$ cat config.mk
export PLATFORM = sky130hd
export DESIGN_NAME = operand_stage
export DESIGN_NICKNAME = d
export VERILOG_FILES = /design/src/rtl/operand_stage.sv
export SDC_FILE = /design/constraint.sdc
export NUM_CORES = 2
export LEC_CHECK = 0
export CORE_MARGIN = 2
export CORE_UTILIZATION = 55
export DETAILED_ROUTE_END_ITERATION = 6
export GPL_TIMING_DRIVEN = 0
export MAX_ROUTING_LAYER = met4
export PLACE_DENSITY = 0.74
export RECOVER_POWER = 50
export SLEW_MARGIN = 10
export SYNTH_ARGS = -nofsm -noshare
export SYNTH_HDL_FRONTEND = slang
export SYNTH_SLANG_ARGS = --single-unit
$ cat constraint.sdc
create_clock -name clk -period 56.3 [get_ports clk]
set_clock_uncertainty 0.1 [all_clocks]
set_input_delay 11.26 -clock clk [delete_from_list [all_inputs] [get_ports clk]]
set_output_delay 11.26 -clock clk [all_outputs]
set_load 0.02 [all_outputs]
$ cat src/rtl/operand_stage.sv
// Decode/operand-read stage: register file, NUM_FWD-way forwarding, load-use stall, registered valid/ready output.
// Optional: OPERAND_STAGE_PERF_EN adds the stall_cycles hazard counter.
module operand_stage #(
    parameter int unsigned XLEN      = 32,
    parameter int unsigned NUM_FWD   = 3,
    parameter logic [31:0] NOP_INSTR = 32'h0000_0033
) (
    input  logic                    clk,
    input  logic                    reset,
    input  logic                    flush,
    input  logic                    in_valid,
    output logic                    in_ready,
    input  logic [31:0]             in_instr,
    input  logic [XLEN-1:0]         in_pc,
    input  logic [NUM_FWD-1:0]      fwd_valid,
    input  logic [NUM_FWD-1:0]      fwd_pending,
    input  logic [5*NUM_FWD-1:0]    fwd_rd,
    input  logic [XLEN*NUM_FWD-1:0] fwd_data,
    input  logic                    wb_en,
    input  logic [4:0]              wb_addr,
    input  logic [XLEN-1:0]         wb_data,
    output logic                    out_valid,
    input  logic                    out_ready,
    output logic [31:0]             out_instr,
    output logic [XLEN-1:0]         out_pc,
    output logic [XLEN-1:0]         out_rs1_data,
    output logic [XLEN-1:0]         out_rs2_data
`ifdef OPERAND_STAGE_PERF_EN
    ,
    output logic [31:0]             stall_cycles
`endif
);

    logic [XLEN-1:0] regs [1:31];
    logic [6:0]      opcode;
    logic [4:0]      rs [2];
    logic            rs_used [2];
    logic [XLEN-1:0] op_data [2];
    logic            op_pending [2];
    logic            found;
    logic            hazard;
    logic            accept;

    assign opcode = in_instr[6:0];
    assign rs[0]  = in_instr[19:15];
    assign rs[1]  = in_instr[24:20];

    always_comb begin
        rs_used[0] = !(opcode == 7'b0110111 || opcode == 7'b0010111 || opcode == 7'b1101111);
        rs_used[1] = (opcode == 7'b0110011 || opcode == 7'b0100011 || opcode == 7'b1100011);
    end

    // Youngest matching forwarding source wins; its pending bit decides the hazard,
    // so an older pending match hidden behind a ready younger one never stalls.
    always_comb begin
        found = 1'b0;
        for (int unsigned k = 0; k < 2; k++) begin
            op_data[k]    = '0;
            op_pending[k] = 1'b0;
            found         = 1'b0;
            if (rs[k] != 5'd0) begin
                for (int unsigned i = 0; i < NUM_FWD; i++) begin
                    if (!found && fwd_valid[i] && fwd_rd[5*i +: 5] == rs[k]) begin
                        found         = 1'b1;
                        op_data[k]    = fwd_data[XLEN*i +: XLEN];
                        op_pending[k] = fwd_pending[i];
                    end
                end
                if (!found) begin
                    if (wb_en && wb_addr == rs[k])
                        op_data[k] = wb_data;
                    else
                        op_data[k] = regs[rs[k]];
                end
            end
        end
    end

    always_comb begin
        hazard   = in_valid && ((rs_used[0] && op_pending[0]) || (rs_used[1] && op_pending[1]));
        in_ready = !flush && !hazard && (!out_valid || out_ready);
        accept   = in_valid && in_ready;
    end

    always_ff @(posedge clk or posedge reset) begin
        if (reset) begin
            for (int unsigned i = 1; i < 32; i++)
                regs[i] <= '0;
        end else if (wb_en && wb_addr != 5'd0) begin
            regs[wb_addr] <= wb_data;
        end
    end

    always_ff @(posedge clk or posedge reset) begin
        if (reset) begin
            out_valid    <= 1'b0;
            out_instr    <= NOP_INSTR;
            out_pc       <= '0;
            out_rs1_data <= '0;
            out_rs2_data <= '0;
        end else if (flush) begin
            out_valid <= 1'b0;
            out_instr <= NOP_INSTR;
        end else if (accept) begin
            out_valid    <= 1'b1;
            out_instr    <= in_instr;
            out_pc       <= in_pc;
            out_rs1_data <= op_data[0];
            out_rs2_data <= op_data[1];
        end else if (out_ready) begin
            out_valid <= 1'b0;
            out_instr <= NOP_INSTR;
        end
    end

`ifdef OPERAND_STAGE_PERF_EN
    always_ff @(posedge clk or posedge reset) begin
        if (reset)
            stall_cycles <= '0;
        else if (hazard && stall_cycles != '1)
            stall_cycles <= stall_cycles + 32'd1;
    end
`endif

endmodule

; After elaboration in Yosys (flattened, before gate mapping)
; Cells that the tools add are included.
[word_totals]
ff_bits = 1121
output_inout_bits = 130
wordCells = 144
[op_classes]
magnitude_cmp = 4
eq_ne = 14
muxes = 47
bitwise_logic = 4
n_reduce_logical = 39
[op_table]
columns = operator, count
row1 = bitwise mux 992 bit, 1
row2 = two-way mux 32 bit, 20
row3 = binary-select mux 32 bit (select 5 bit), 2
row4 = demux 32 bit (select 5 bit), 1
row5 = equality test 5 bit, 8
row6 = two-way mux 1 bit, 23
row7 = "equality test 7 x 6 -> 1 bit, second input constant", 3
row8 = logical AND 1 bit, 20
row9 = ">= comparator 6 bit, second input constant", 3
row10 = inverter 5 -> 6 bit, 3
row11 = nonzero test 5 bit, 3
row12 = "equality test 7 bit, second input constant", 2
row13 = logical NOT 1 bit, 8
row14 = "equality test 7 x 5 -> 1 bit, second input constant", 1
row15 = logical OR 1 bit, 6
row16 = "less-than comparator 6 x 1 -> 1 bit, second input constant", 1
row17 = nonzero test 3 bit, 1
row18 = AND reduction 2 bit, 1
row19 = inverter 1 bit, 1

; Longest topological paths before layout
[logic_depth]
word_depth = 23
ltp_mapped = 14

; Least setup slack after synthesis
; No wires, ideal clock.
[synth_path]
kind = input to output
start = in in_instr[23]
end = out in_ready
arrival_ns = 13.102
required_ns = 44.940
slack_ns = 31.838
cell_stages = 11
path_buffers = 3
cell_sequence = buf_2 > xor2_1 > nor4_1 > and3_1 > clkbuf_1 > and2_1 > buf_2 > a221oi_1 > nor2_1 > o21ai_0 > and2_1
[synth_between]
elab_chain_len = 20
elab_cells_between_ends = 25
[synth_lines]
columns = element, line
row1 = start: declaration, 13  ; input logic [31:0] in_instr,
row2 = equality test 5 bit, 63  ; if (!found && fwd_valid[i] && fwd_rd[5*i +: 5] == rs[k]) begin
row3 = logical AND 1 bit, 63
row4 = two-way mux 1 bit, 63
row5 = two-way mux 1 bit, 61  ; if (rs[k] != 5'd0) begin
row6 = logical NOT 1 bit, 63
row7 = logical AND 1 bit (2 in a row), 63
row8 = two-way mux 1 bit, 63
row9 = two-way mux 1 bit, 61
row10 = logical NOT 1 bit, 63
row11 = logical AND 1 bit (2 in a row), 63
row12 = two-way mux 1 bit, 63
row13 = two-way mux 1 bit *, 61
row14 = logical AND 1 bit *, 80  ; hazard = in_valid && ((rs_used[0] && op_pending[0]) || (rs_used[1] && op_pending[1]));
row15 = logical OR 1 bit *, 80
row16 = logical AND 1 bit *, 80
row17 = logical NOT 1 bit *, 81  ; in_ready = !flush && !hazard && (!out_valid || out_ready);
row18 = logical AND 1 bit * (2 in a row), 81
row19 = end: declaration, 12  ; output logic in_ready,
; Mark *: on every way between the ends. The rest lies on a longest branch, timed or not. The select of a mux whose other input is x is not followed.

==> impl_metrics.csv <==
group,metric,value,unit
clock_tree,clock_path_buffers,3,
clock_tree,cts_root_buf,"clkbuf_16",
sta,hold_slack,393,ps
worst_setup_path,setup.worst_path.end_class,"asynchronous set/reset pin",
placed_design,dpl.hpwl,205000,µm
worst_setup_path,cp_slowest_cell,"clkbuf_1",
sta,setup_viol,0,
routing,drcViolationCount,3,
finish,fin_nets,5303,
worst_setup_path,cp.arrival,28610,ps
synth,synth_edf_count,0,
die,core_area,110000,µm²
pwr,total_power,0.00258,W
run_status,status,"finished with violations",
die,fp.dieH,337,µm
synth,synthCells,4586,
pwr,leakage,30.6,nW
routing,wl_per_cell,40.9,µm
worst_setup_path,startpoint_type,"input pin",
worst_setup_path,cp.buffers_inverters,6,
finish,drive_gt1_frac,0.358,
synth,synth_compound_area_frac,0.0716,
worst_setup_path,crit_family,"buffers and inverters",
worst_setup_path,crit_top_cell,"clkbuf_1",
routing,vias,48800,
routing,drt_pass1_iterations,7,
synth,synth_mux_area_frac,0.387,
global_routing,grt_first_pass_wirelength,374000,µm
die,die_area,114000,µm²
synth,seq_area_frac_synth,0.460,
clock_tree,cts_num_sinks,1121,
clock_tree,h-tree-depth,3,
synth,synth_top_family_by_area,"multiplexers",
pwr,ir_worst_vdd,0.0000282,V
worst_setup_path,rr_worst_depth,8,
clock_tree,postCtsHoldBufs,0,
synth,yosys.area_share.simple,0.0419,
sta,post-route-min-period,29270,ps
sta,rsz0062_at_grt,"false",
pwr,p_per_area,36.4,nW/µm²
die,rows,122,
die,initial_core_util,0.553,
worst_setup_path,required,55640,ps
sta,timing.fmax,34.2,MHz
global_routing,grt_use_total,0.498,
sta,tightest_slew,6110,ps
placed_design,place.gp.congestion,1.10,
synth,yosys_warnings,0,
die,ios,354,
min_path,worstHoldPathType,"register to register",
synth,ys_types,61,
synth,syn-num-nets,4810,
clock_tree,cts_tree,"done",
clock_tree,clk_pin_slew,60,ps
global_routing,antenna_found_initial,32,
sta,worst_slew_margin_rel,-3.08,
synth,synthXorXnorAreaFrac,0.00575,
synth,synth_ff_type,"dfrtp_1",
clock_tree,ctsResizeCount,0,
sta,post-route-period-util,0.520,
synth,post_synth_instance_area,61000,µm²
clock_tree,cts_made_buffers,120,
finish,final_cell_mix,"dfrtp_1 (1117), mux2_2 (1070), mux4_2 (401), clkbuf_1 (321), nand2_1 (284)",
global_routing,grt_max_degree,118,
sta,hold_violations,0,
clock_tree,clk_latency,770,ps
routing,vias_per_cell,7.27,
global_routing,grt_overflow,0,
synth,ys_ff_latch,1121,
die,die_w,337,µm
finish,post-route-util,0.641,
sta,drv_slew,1159,
synth,synthArstFlopShare,1.00,
worst_setup_path,critPathMaxFanout,111,
min_path,hold_depth,1,
worst_setup_path,max_stage_delay,4350,ps
job,max_cap_viol_count,15,
worst_setup_path,cp.depth,6,
global_routing,grt_pass1_vias,47300,
clock_tree,cts_setup_buffers,0,
worst_setup_path,worstSetupPathType,"input pin to asynchronous set/reset pin",
worst_setup_path,path_cells,"dlygate4sd3_1 > clkinvlp_2 > clkbuf_1 > clkbuf_1 > clkbuf_1 > clkbuf_1",
finish,final_common_cell,"dfrtp_1",
run_status,violations,"design-rule violations, max-capacitance violations, max-slew violations",
synth,synth_fa_ha_area_frac,0,
synth,syn_avg_cell_area,13.3,µm²
routing,finalWirelength,275000,µm
placed_design,portBuffers,343,
finish,synthToLayoutAreaGrowth,16.1,%
routing,final_antenna_net_count,0,
routing,drt_first_iter_violations,7717,
## logic make-up after synthesis
group                  count (synthesis)
flip-flops                          1121
multiplexers                        1695
AO/OA/AOI/OAI                        629
XOR/XNOR                              40
buffers and inverters                517
AND/OR/NAND/NOR                      584
## final timing paths
| kind | start | end | slack (ps) |
|---|---|---|---|
| max | reset | regs[644]$_DFFE_PP0P_ | 27030 |
| min | out_rs2_data[11]$_DFFE_PP0P_ | out_rs2_data[11]$_DFFE_PP0P_ | 390 |
| max reg2reg | regs[811]$_DFFE_PP0P_ | out_rs2_data[11]$_DFFE_PP0P_ | 52920 |
| min reg2reg | out_rs2_data[11]$_DFFE_PP0P_ | out_rs2_data[11]$_DFFE_PP0P_ | 390 |
| max in group clk | in_instr[18] | in_ready | 29140 |
| min in group asynchronous | reset | out_rs2_data[22]$_DFFE_PP0P_ | 10950 |
## registers in the layout, indices dropped and copies added, names as in the netlist
signal and flops:
regs 992, out_instr 32, out_pc 32, out_rs1_data 32, out_rs2_data 32, out_valid 1
## cell type report
class,count,area [µm²]
well taps,1488,1860
clock inverters,55,658
repair buffers,371,3610
inverters,51,193
diodes,38,95.1
clock buffers,172,3470
fillers,8356,39600
multi-input cells,2948,30900
flip-flops and latches,1121,28100
plain buffers,466,1910
## report_power, final
group	switching (W)	internal [W]	leakage, nW
Clock	0.000365	0.000480	2.05
Sequential	0.000121	0.000965	14.3
Combinational	0.000326	0.000318	14.2
Total	0.000812	0.00176	30.6
## layer usage
metal | global-route usage | routed length, µm
met1 | 0.594 | 96000
met2 | 0.669 | 114000
met3 | 0.217 | 40800
met4 | 0.359 | 23700
met5 | - | 0
## through the flow
stage / instance area, µm² / setup TNS [ps] / setup WS, ps / std cells
2_1_floorplan: 61000 / 0 / 13380 / 4586
3_5_place_dp: 66700 / 0 / 29670 / 6431
5_1_grt: 70800 / 0 / 23960 / 6699
6_report: 70800 / 0 / 27030 / 6710
3_3_place_gp: 66300 / -86800 / -240 / 6417
4_1_cts: 70800 / 0 / 29650 / 6658
## synthesized netlist by cell type, drive strengths merged (43+ instances only)
cell type / number / area share
a21oi: 121 / 0.0099
mux2i: 169 / 0.028
inv: 46 / 0.0028
dfrtp: 1117 / 0.46
a221oi: 82 / 0.012
nand2: 284 / 0.017
nand3: 88 / 0.0072
mux4: 401 / 0.15
mux2: 1125 / 0.21
a22oi: 60 / 0.0074
nor2: 113 / 0.0070
buf: 167 / 0.012
o22ai: 43 / 0.0044
o21ai: 122 / 0.010
clkbuf: 299 / 0.018
Power figures use the tool's default switching activity.
